==> config.mk <==
export PLATFORM = sky130hd
export DESIGN_NAME = instruction_fetch
export DESIGN_NICKNAME = d
export VERILOG_FILES = /design/src/rtl/proc_pkg.sv /design/src/rtl/fetch_fifo.sv /design/src/rtl/instruction_fetch.sv
export SDC_FILE = /design/constraint.sdc
export NUM_CORES = 1
export LEC_CHECK = 0
export CORE_UTILIZATION = 30
export CTS_CLUSTER_DIAMETER = 30
export CTS_CLUSTER_SIZE = 28
export DETAILED_ROUTE_END_ITERATION = 12
export PLACE_DENSITY = 0.54
export RECOVER_POWER = 100
export SYNTH_ARGS = -nofsm -noshare
export SYNTH_HDL_FRONTEND = slang
export SYNTH_HIERARCHICAL = 1
export SYNTH_SLANG_ARGS = --single-unit
==> constraint.sdc <==
create_clock -name clk -period 4.3 [get_ports clk]
set_clock_uncertainty 0.15 [all_clocks]
set_input_delay 0.86 -clock clk [delete_from_list [all_inputs] [get_ports clk]]
set_output_delay 0.86 -clock clk [all_outputs]
set_load 0.02 [all_outputs]
==> src/rtl/proc_pkg.sv <==
// ----------------------------------------------------------------------------
// proc_pkg
// Shared definitions for the small processor slice: program counter / ROM
// address width, instruction width, default prefetch depth, the opcode
// encodings used by the decoder and benches, and the fetch FSM state type.
// The fetch unit itself never decodes opcodes.
// Ports: none (package).
// ----------------------------------------------------------------------------
package proc_pkg;

    localparam int ADDR_W     = 4;
    localparam int INST_W     = 16;
    localparam int FIFO_DEPTH = 2;

    // Opcodes live in inst[15:12].
    localparam logic [3:0] OP_ADDI = 4'b0001;
    localparam logic [3:0] OP_ADD  = 4'b0010;
    localparam logic [3:0] OP_SUB  = 4'b0011;
    localparam logic [3:0] OP_OUT  = 4'b1111;

    typedef enum logic {
        RUN    = 1'b0,
        HALTED = 1'b1
    } fetch_state_t;

endpackage

==> src/rtl/fetch_fifo.sv <==
// ----------------------------------------------------------------------------
// fetch_fifo
// Synchronous first-word-fall-through FIFO holding prefetched {pc, inst}
// words. The head entry is visible on rd_data whenever count is non-zero.
// flush empties the FIFO on the next edge and takes priority over push/pop.
// The caller guarantees push only when not full (or popping in the same
// cycle) and pop only when non-empty.
// Ports:
//   clk, rst_n   clock (rising edge), asynchronous active-low reset
//   push/wr_data enqueue wr_data
//   pop          dequeue head
//   flush        discard all entries
//   rd_data      head entry
//   count        number of valid entries (0..DEPTH)
// ----------------------------------------------------------------------------
module fetch_fifo #(
    parameter int WIDTH = 20,
    parameter int DEPTH = 2
) (
    input  logic                     clk,
    input  logic                     rst_n,
    input  logic                     push,
    input  logic                     pop,
    input  logic                     flush,
    input  logic [WIDTH-1:0]         wr_data,
    output logic [WIDTH-1:0]         rd_data,
    output logic [$clog2(DEPTH):0]   count
);

    localparam int PTR_W = $clog2(DEPTH);

    logic [WIDTH-1:0] mem [DEPTH];
    logic [PTR_W-1:0] rd_ptr;
    logic [PTR_W-1:0] wr_ptr;

    // DEPTH is a power of two, so the pointers wrap on their own. When full,
    // wr_ptr equals rd_ptr; a simultaneous push+pop overwrites the slot that
    // is being read out on this same edge, which is safe because the read is
    // combinational from the pre-edge contents.
    always_ff @(posedge clk or negedge rst_n) begin
        if (!rst_n) begin
            for (int i = 0; i < DEPTH; i++) begin
                mem[i] <= '0;
            end
            rd_ptr <= '0;
            wr_ptr <= '0;
            count  <= '0;
        end else if (flush) begin
            rd_ptr <= '0;
            wr_ptr <= '0;
            count  <= '0;
        end else begin
            if (push) begin
                mem[wr_ptr] <= wr_data;
                wr_ptr      <= wr_ptr + 1'b1;
            end
            if (pop) begin
                rd_ptr <= rd_ptr + 1'b1;
            end
            if (push && !pop) begin
                count <= count + 1'b1;
            end else if (!push && pop) begin
                count <= count - 1'b1;
            end
        end
    end

    assign rd_data = mem[rd_ptr];

endmodule

==> src/rtl/instruction_fetch.sv <==
// ----------------------------------------------------------------------------
// instruction_fetch
// Reader side of the 16-word program ROM. The pc register drives the ROM
// address directly; the combinational ROM word is captured together with its
// pc into a small prefetch FIFO and handed to decode over valid/ready.
// A one-cycle redirect pulse flushes the FIFO and reloads pc.
//
// Optional feature (macro FETCH_HALT_ON_WRAP_EN): pushing the last address
// (2^ADDR_W-1) moves the FSM to HALTED, stopping further fetches until a
// redirect or reset. Without the macro pc simply wraps and halted stays 0.
//
// Ports:
//   clk, rst_n        clock (rising edge), asynchronous active-low reset
//   fetch_en          allow new fetches (0 freezes pc, FIFO still drains)
//   rom_addr          program ROM address (= pc register)
//   rom_inst          ROM word at rom_addr, same cycle
//   inst_data/inst_pc FIFO head instruction and its pc
//   inst_valid        FIFO non-empty
//   inst_ready        decoder accepts the head this cycle
//   redirect_valid    load redirect_pc and flush (one-cycle pulse)
//   redirect_pc       redirect target
//   halted            fetch stopped at end of program
// ----------------------------------------------------------------------------
module instruction_fetch #(
    parameter int ADDR_W     = 4,
    parameter int INST_W     = 16,
    parameter int FIFO_DEPTH = 2
) (
    input  logic              clk,
    input  logic              rst_n,
    input  logic              fetch_en,
    output logic [ADDR_W-1:0] rom_addr,
    input  logic [INST_W-1:0] rom_inst,
    output logic [INST_W-1:0] inst_data,
    output logic [ADDR_W-1:0] inst_pc,
    output logic              inst_valid,
    input  logic              inst_ready,
    input  logic              redirect_valid,
    input  logic [ADDR_W-1:0] redirect_pc,
    output logic              halted
);

    import proc_pkg::*;

    localparam int CNT_W = $clog2(FIFO_DEPTH) + 1;

    logic [ADDR_W-1:0]        pc;
    fetch_state_t             state;
    logic [CNT_W-1:0]         count;
    logic [ADDR_W+INST_W-1:0] head;
    logic                     push;
    logic                     pop;

    assign rom_addr   = pc;
    assign inst_valid = (count != '0);
    assign halted     = (state == HALTED);
    assign pop        = inst_valid & inst_ready;

    // A full FIFO can still accept a word when the head leaves in the same
    // cycle. Redirect wins over push so the stale word at pc is never queued.
    assign push = fetch_en & ~halted & ~redirect_valid &
                  ((count < CNT_W'(FIFO_DEPTH)) | pop);

    assign {inst_pc, inst_data} = head;

    // pc and FSM. Redirect reloads pc and always returns to RUN.
    always_ff @(posedge clk or negedge rst_n) begin
        if (!rst_n) begin
            pc    <= '0;
            state <= RUN;
        end else if (redirect_valid) begin
            pc    <= redirect_pc;
            state <= RUN;
        end else if (push) begin
`ifdef FETCH_HALT_ON_WRAP_EN
            // Fetching the last word ends the program; pc parks on it.
            if (pc == {ADDR_W{1'b1}}) begin
                state <= HALTED;
            end else begin
                pc <= pc + 1'b1;
            end
`else
            pc <= pc + 1'b1;
`endif
        end
    end

    fetch_fifo #(
        .WIDTH (ADDR_W + INST_W),
        .DEPTH (FIFO_DEPTH)
    ) u_fifo (
        .clk     (clk),
        .rst_n   (rst_n),
        .push    (push),
        .pop     (pop),
        .flush   (redirect_valid),
        .wr_data ({pc, rom_inst}),
        .rd_data (head),
        .count   (count)
    );

endmodule

==> flow_summary.rst <==
.. list-table::
   :header-rows: 1

   * - Metric
     - Value
   * - Worst VDD drop
     - 0.2510 mV
   * - Last weighted congestion value of the routability-driven placer
     - 0.7722
   * - Top post-synthesis cells by area
     - sky130_fd_sc_hd__dfrtp_1 54%, sky130_fd_sc_hd__mux2_2 30%, sky130_fd_sc_hd__buf_6 1.5%, sky130_fd_sc_hd__nor2_1 1.2%, sky130_fd_sc_hd__xnor2_1 1.2%
   * - Outcome
     - complete, but fails checks
   * - Starting density of the core
     - 0.3096
   * - First-pass GRT wire length
     - 6796 um
   * - Number of hold-slack violations in the final timing report
     - 0
   * - Clock slew at the register clock pins of the worst setup and hold paths
     - 0.09 ns
   * - Synthesized instance count
     - 159
   * - Crit path arrival time
     - 3.62 ns
   * - Cell area power density
     - 624.9 mW/mm^2
   * - Yosys warning count
     - 6
   * - Number of top-level design ports
     - 51
   * - Antenna-violating nets left
     - 0
   * - Maximum number of buffers from clock root to sink
     - 2
   * - Core box area
     - 0.007214 sq mm
   * - Die extent in x
     - 88.28 um
   * - Vertical extent of the die
     - 88.28 um
   * - Maximum single-stage delay on the critical path
     - 0.92 ns
   * - Hold worst-path end
     - u_fifo/mem[21]
   * - Maximum level of the CTS H-tree
     - 2
   * - Critical Path Sink Type
     - flip-flop
   * - Fraction of the yosys area taken by sequential cells
     - 0.5378
   * - Die footprint
     - 0.007793 sq mm
   * - Type of the tightest min-delay check
     - reg2reg
   * - Element type at the critical path start
     - input port
   * - Net load switching power
     - 0.0005446 W
   * - Remaining global-route overflow
     - 0
   * - R2R cell count
     - 5
   * - Layout overhead on the synthesized area
     - 30.98%
   * - Initial antenna violation count
     - 0
   * - Fraction of power consumed by the clock network
     - 0.239
   * - Number of clock sinks
     - 48
   * - Number of buffers added for setup after CTS
     - 0
   * - Hold Path Stages
     - 1
   * - Mapped Avg Cell Area
     - 14.05 sq um
   * - Crit path required time
     - 4.33 ns
   * - Total GRT Usage
     - 0.1143
   * - Number of detailed-route iterations in the first pass
     - 4
   * - Critical Path Slowest Stage Cell
     - sky130_fd_sc_hd__clkbuf_1
   * - Maximum number of pins on one net before global-route repair
     - 49
   * - HPWL after detailed placement
     - 2811 um
   * - Worst-path cell chain
     - dlygate4sd3_1 > inv_1 > and3_1 > nor3b_1 > clkbuf_1 > mux2_2
   * - Post-Route Setup TNS
     - 0 ns
   * - Max-Cap Viols
     - 1
   * - CTS tree
     - built
   * - DRC
     - 0
   * - Violated checks
     - max-capacitance violations, max-slew violations
   * - Net count after synthesis
     - 185
   * - Clock tree root buffer cell
     - sky130_fd_sc_hd__clkbuf_8
   * - Top-area cell type share of the netlist area
     - 0.5378
   * - Pint
     - 0.001283 W
   * - Number of nets in the layout
     - 234
   * - # diodes
     - 0
   * - Number of CTS-inserted buffers
     - 5
   * - Critical path type
     - in2reg
   * - Share of cells above drive strength 1
     - 0.3493
   * - Fin crit period
     - 3.595 ns
   * - Leakage
     - 1.247 nW
   * - Count of buffers from port buffering
     - 49
   * - Min-Delay Startpoint
     - u_fifo/mem[21]
   * - Violation count after the first detailed-routing iteration
     - 93
   * - Fmax achieved
     - 0.2782 GHz
   * - Fin crit share
     - 0.8360
   * - Pre-CTS setup slack
     - 0.9241 ns
   * - Min setup slack post-route
     - 0.7053 ns
   * - Detail-routed net length per standard cell
     - 13.47 um
   * - Via-per-instance ratio
     - 4.425
   * - Post-cts gate resize count
     - 0
   * - Switching part of the total
     - 0.2979
   * - Slew at the pin with the worst max-slew slack
     - 2.548 ns
   * - Final number of setup-violating endpoints
     - 0
   * - End of the worst register-to-register path
     - u_fifo/mem[34]
   * - Clock latency at the later pin of the worst-skew pair
     - 0.29 ns
   * - Total count of max-transition violations in the final report
     - 49
   * - Number of storage elements in the synthesis netlist
     - 48
   * - Launch instance of the worst register-to-register path
     - u_fifo/count[1]
   * - Wirelength, routed
     - 4150 um
   * - Number of different library cells in the post-synthesis netlist
     - 31
   * - Relative contribution of sequential cells to total power
     - 0.389
   * - Total number of vias
     - 1363
   * - Part of the total power dissipated in combinational logic
     - 0.371
   * - Max_slew headroom
     - -0.6985
   * - Setup slack on the worst flop-to-flop path
     - 1.58 ns
   * - Core Rows
     - 31
   * - Count of hold buffers inserted by post-cts repair
     - 0
   * - Netlist area before placement
     - 0.002233 sq mm
   * - Highest fanout seen on the critical path
     - 20
   * - Setup repair after global routing missed its margin
     - false
   * - Number of global-route vias before repair
     - 1441
   * - Cell accounting for the most synthesized area
     - sky130_fd_sc_hd__dfrtp_1
## cell type report
class / count / area, sq um
flip-flops and latches: 48 / 1201
fillers: 726 / 4289
multi-input cells: 99 / 938.4
repair buffers: 51 / 491.7
well taps: 99 / 123.9
clock inverters: 3 / 90.09
inverters: 3 / 11.26
clock buffers: 5 / 68.82
## through the flow
step,util,total power [W],instance area [sq um],instances,hold WS (ns)
final,0.4055,0.001828,2925,308,0.3540
after global routing,0.4055,0.001943,2925,308,0.3710
after CTS,0.4084,0.001910,2947,308,0.3576
after detailed placement,0.3864,0.001460,2788,300,0.3375
after global placement,0.3864,0.001456,2788,300,0.3332
after floorplan,-,0.001165,2233,159,0.3041
## Yosys cell counts, drive strengths merged
cell type and number:
and3b 1, or2 1, nand3 3, nor2 7, and2 1, and3 2
nand3b 2, nor3b 3, xnor2 3, xor2 1, nor3 1, clkbuf 1
ha 1, nand2 2, inv 3, a31oi 2, mux2 60, o21ai 1
nand4 2, dfrtp 48, conb 1, buf 8, nand2b 1, a21bo 2
a311o 2
## state kept, by name, summed over array words and instances, names as in the netlist
signal,count
u_fifo/count,2
u_fifo/mem,40
u_fifo/wr_ptr,1
rom_addr,4
u_fifo/rd_ptr,1
## per-layer routing
metal | track usage | wire length [um] | part of all wire
met5 | 0 | 0 | 0
met4 | 0.02639 | 31 | 0.0075
met3 | 0.02985 | 195 | 0.047
met2 | 0.1853 | 1922 | 0.46
met1 | 0.1537 | 1999 | 0.48
## placed cells by master (no fill, tap or decap)
master,instances
sky130_fd_sc_hd__ha_1,1
sky130_fd_sc_hd__nor2_1,7
sky130_fd_sc_hd__clkbuf_8,5
sky130_fd_sc_hd__nand3b_1,2
sky130_fd_sc_hd__a31oi_1,2
sky130_fd_sc_hd__a311o_1,1
sky130_fd_sc_hd__and3b_1,1
sky130_fd_sc_hd__nor3b_1,3
sky130_fd_sc_hd__or2_2,1
sky130_fd_sc_hd__xor2_1,1
sky130_fd_sc_hd__bufinv_16,3
sky130_fd_sc_hd__o21ai_0,1
sky130_fd_sc_hd__clkbuf_1,3
sky130_fd_sc_hd__dlygate4sd3_1,26
sky130_fd_sc_hd__mux2_2,59
sky130_fd_sc_hd__clkdlybuf4s50_1,22
sky130_fd_sc_hd__inv_1,3
sky130_fd_sc_hd__nand2_1,2
sky130_fd_sc_hd__and2_2,1
sky130_fd_sc_hd__nand3_1,3
sky130_fd_sc_hd__a311o_2,1
sky130_fd_sc_hd__nand4_1,2
sky130_fd_sc_hd__xnor2_1,3
sky130_fd_sc_hd__and3_1,2
sky130_fd_sc_hd__a21bo_2,2
sky130_fd_sc_hd__nor3_1,1
sky130_fd_sc_hd__nand2b_4,1
sky130_fd_sc_hd__conb_1,1
sky130_fd_sc_hd__dfrtp_1,48
sky130_fd_sc_hd__mux2_1,1
## power by group through the flow
| stage | clock, W | combinational, W | sequential, W |
|---|---|---|---|
| after floorplan | 0 | 0.000490 | 0.000675 |
| after global placement | 0 | 0.000731 | 0.000725 |
| after detailed placement | 0 | 0.000734 | 0.000726 |
| after CTS | 0.000455 | 0.000738 | 0.000717 |
| after global routing | 0.000471 | 0.000733 | 0.000740 |
| final | 0.000437 | 0.000679 | 0.000712 |
## worst max-delay path: cells and delay by family
kind | cells | cell delay, ns
buffers and inverters | 3 | 1.79
multiplexers | 1 | 0.43
AND/OR/NAND/NOR | 2 | 0.54
## worst max-delay path by stage
| stage | startpoint | end | slack (ns) | cells past startpoint |
|---|---|---|---|---|
| after floorplan | fetch_en | u_fifo/mem[20] | 1.96 | 5 |
| after global placement | redirect_valid | u_fifo/mem[2] | 0.96 | 6 |
| after detailed placement | redirect_valid | u_fifo/mem[19] | 0.92 | 6 |
| after CTS | u_fifo/rd_ptr | inst_pc[3] | 0.94 | 2 |
| after global routing | redirect_valid | u_fifo/mem[34] | 0.45 | 6 |
| final | redirect_valid | u_fifo/mem[34] | 0.71 | 6 |
## kinds of logic after synthesis
kind of cell,share of synthesized area
AO/OA/AOI/OAI,0.02633
XOR/XNOR,0.01569
adder cells (fa/ha/maj),0.005601
buffers and inverters,0.03641
flip-flops,0.5378
multiplexers,0.3025
other,0.001679
AND/OR/NAND/NOR,0.07395
Note: power is estimated with default switching activity, not from simulation.
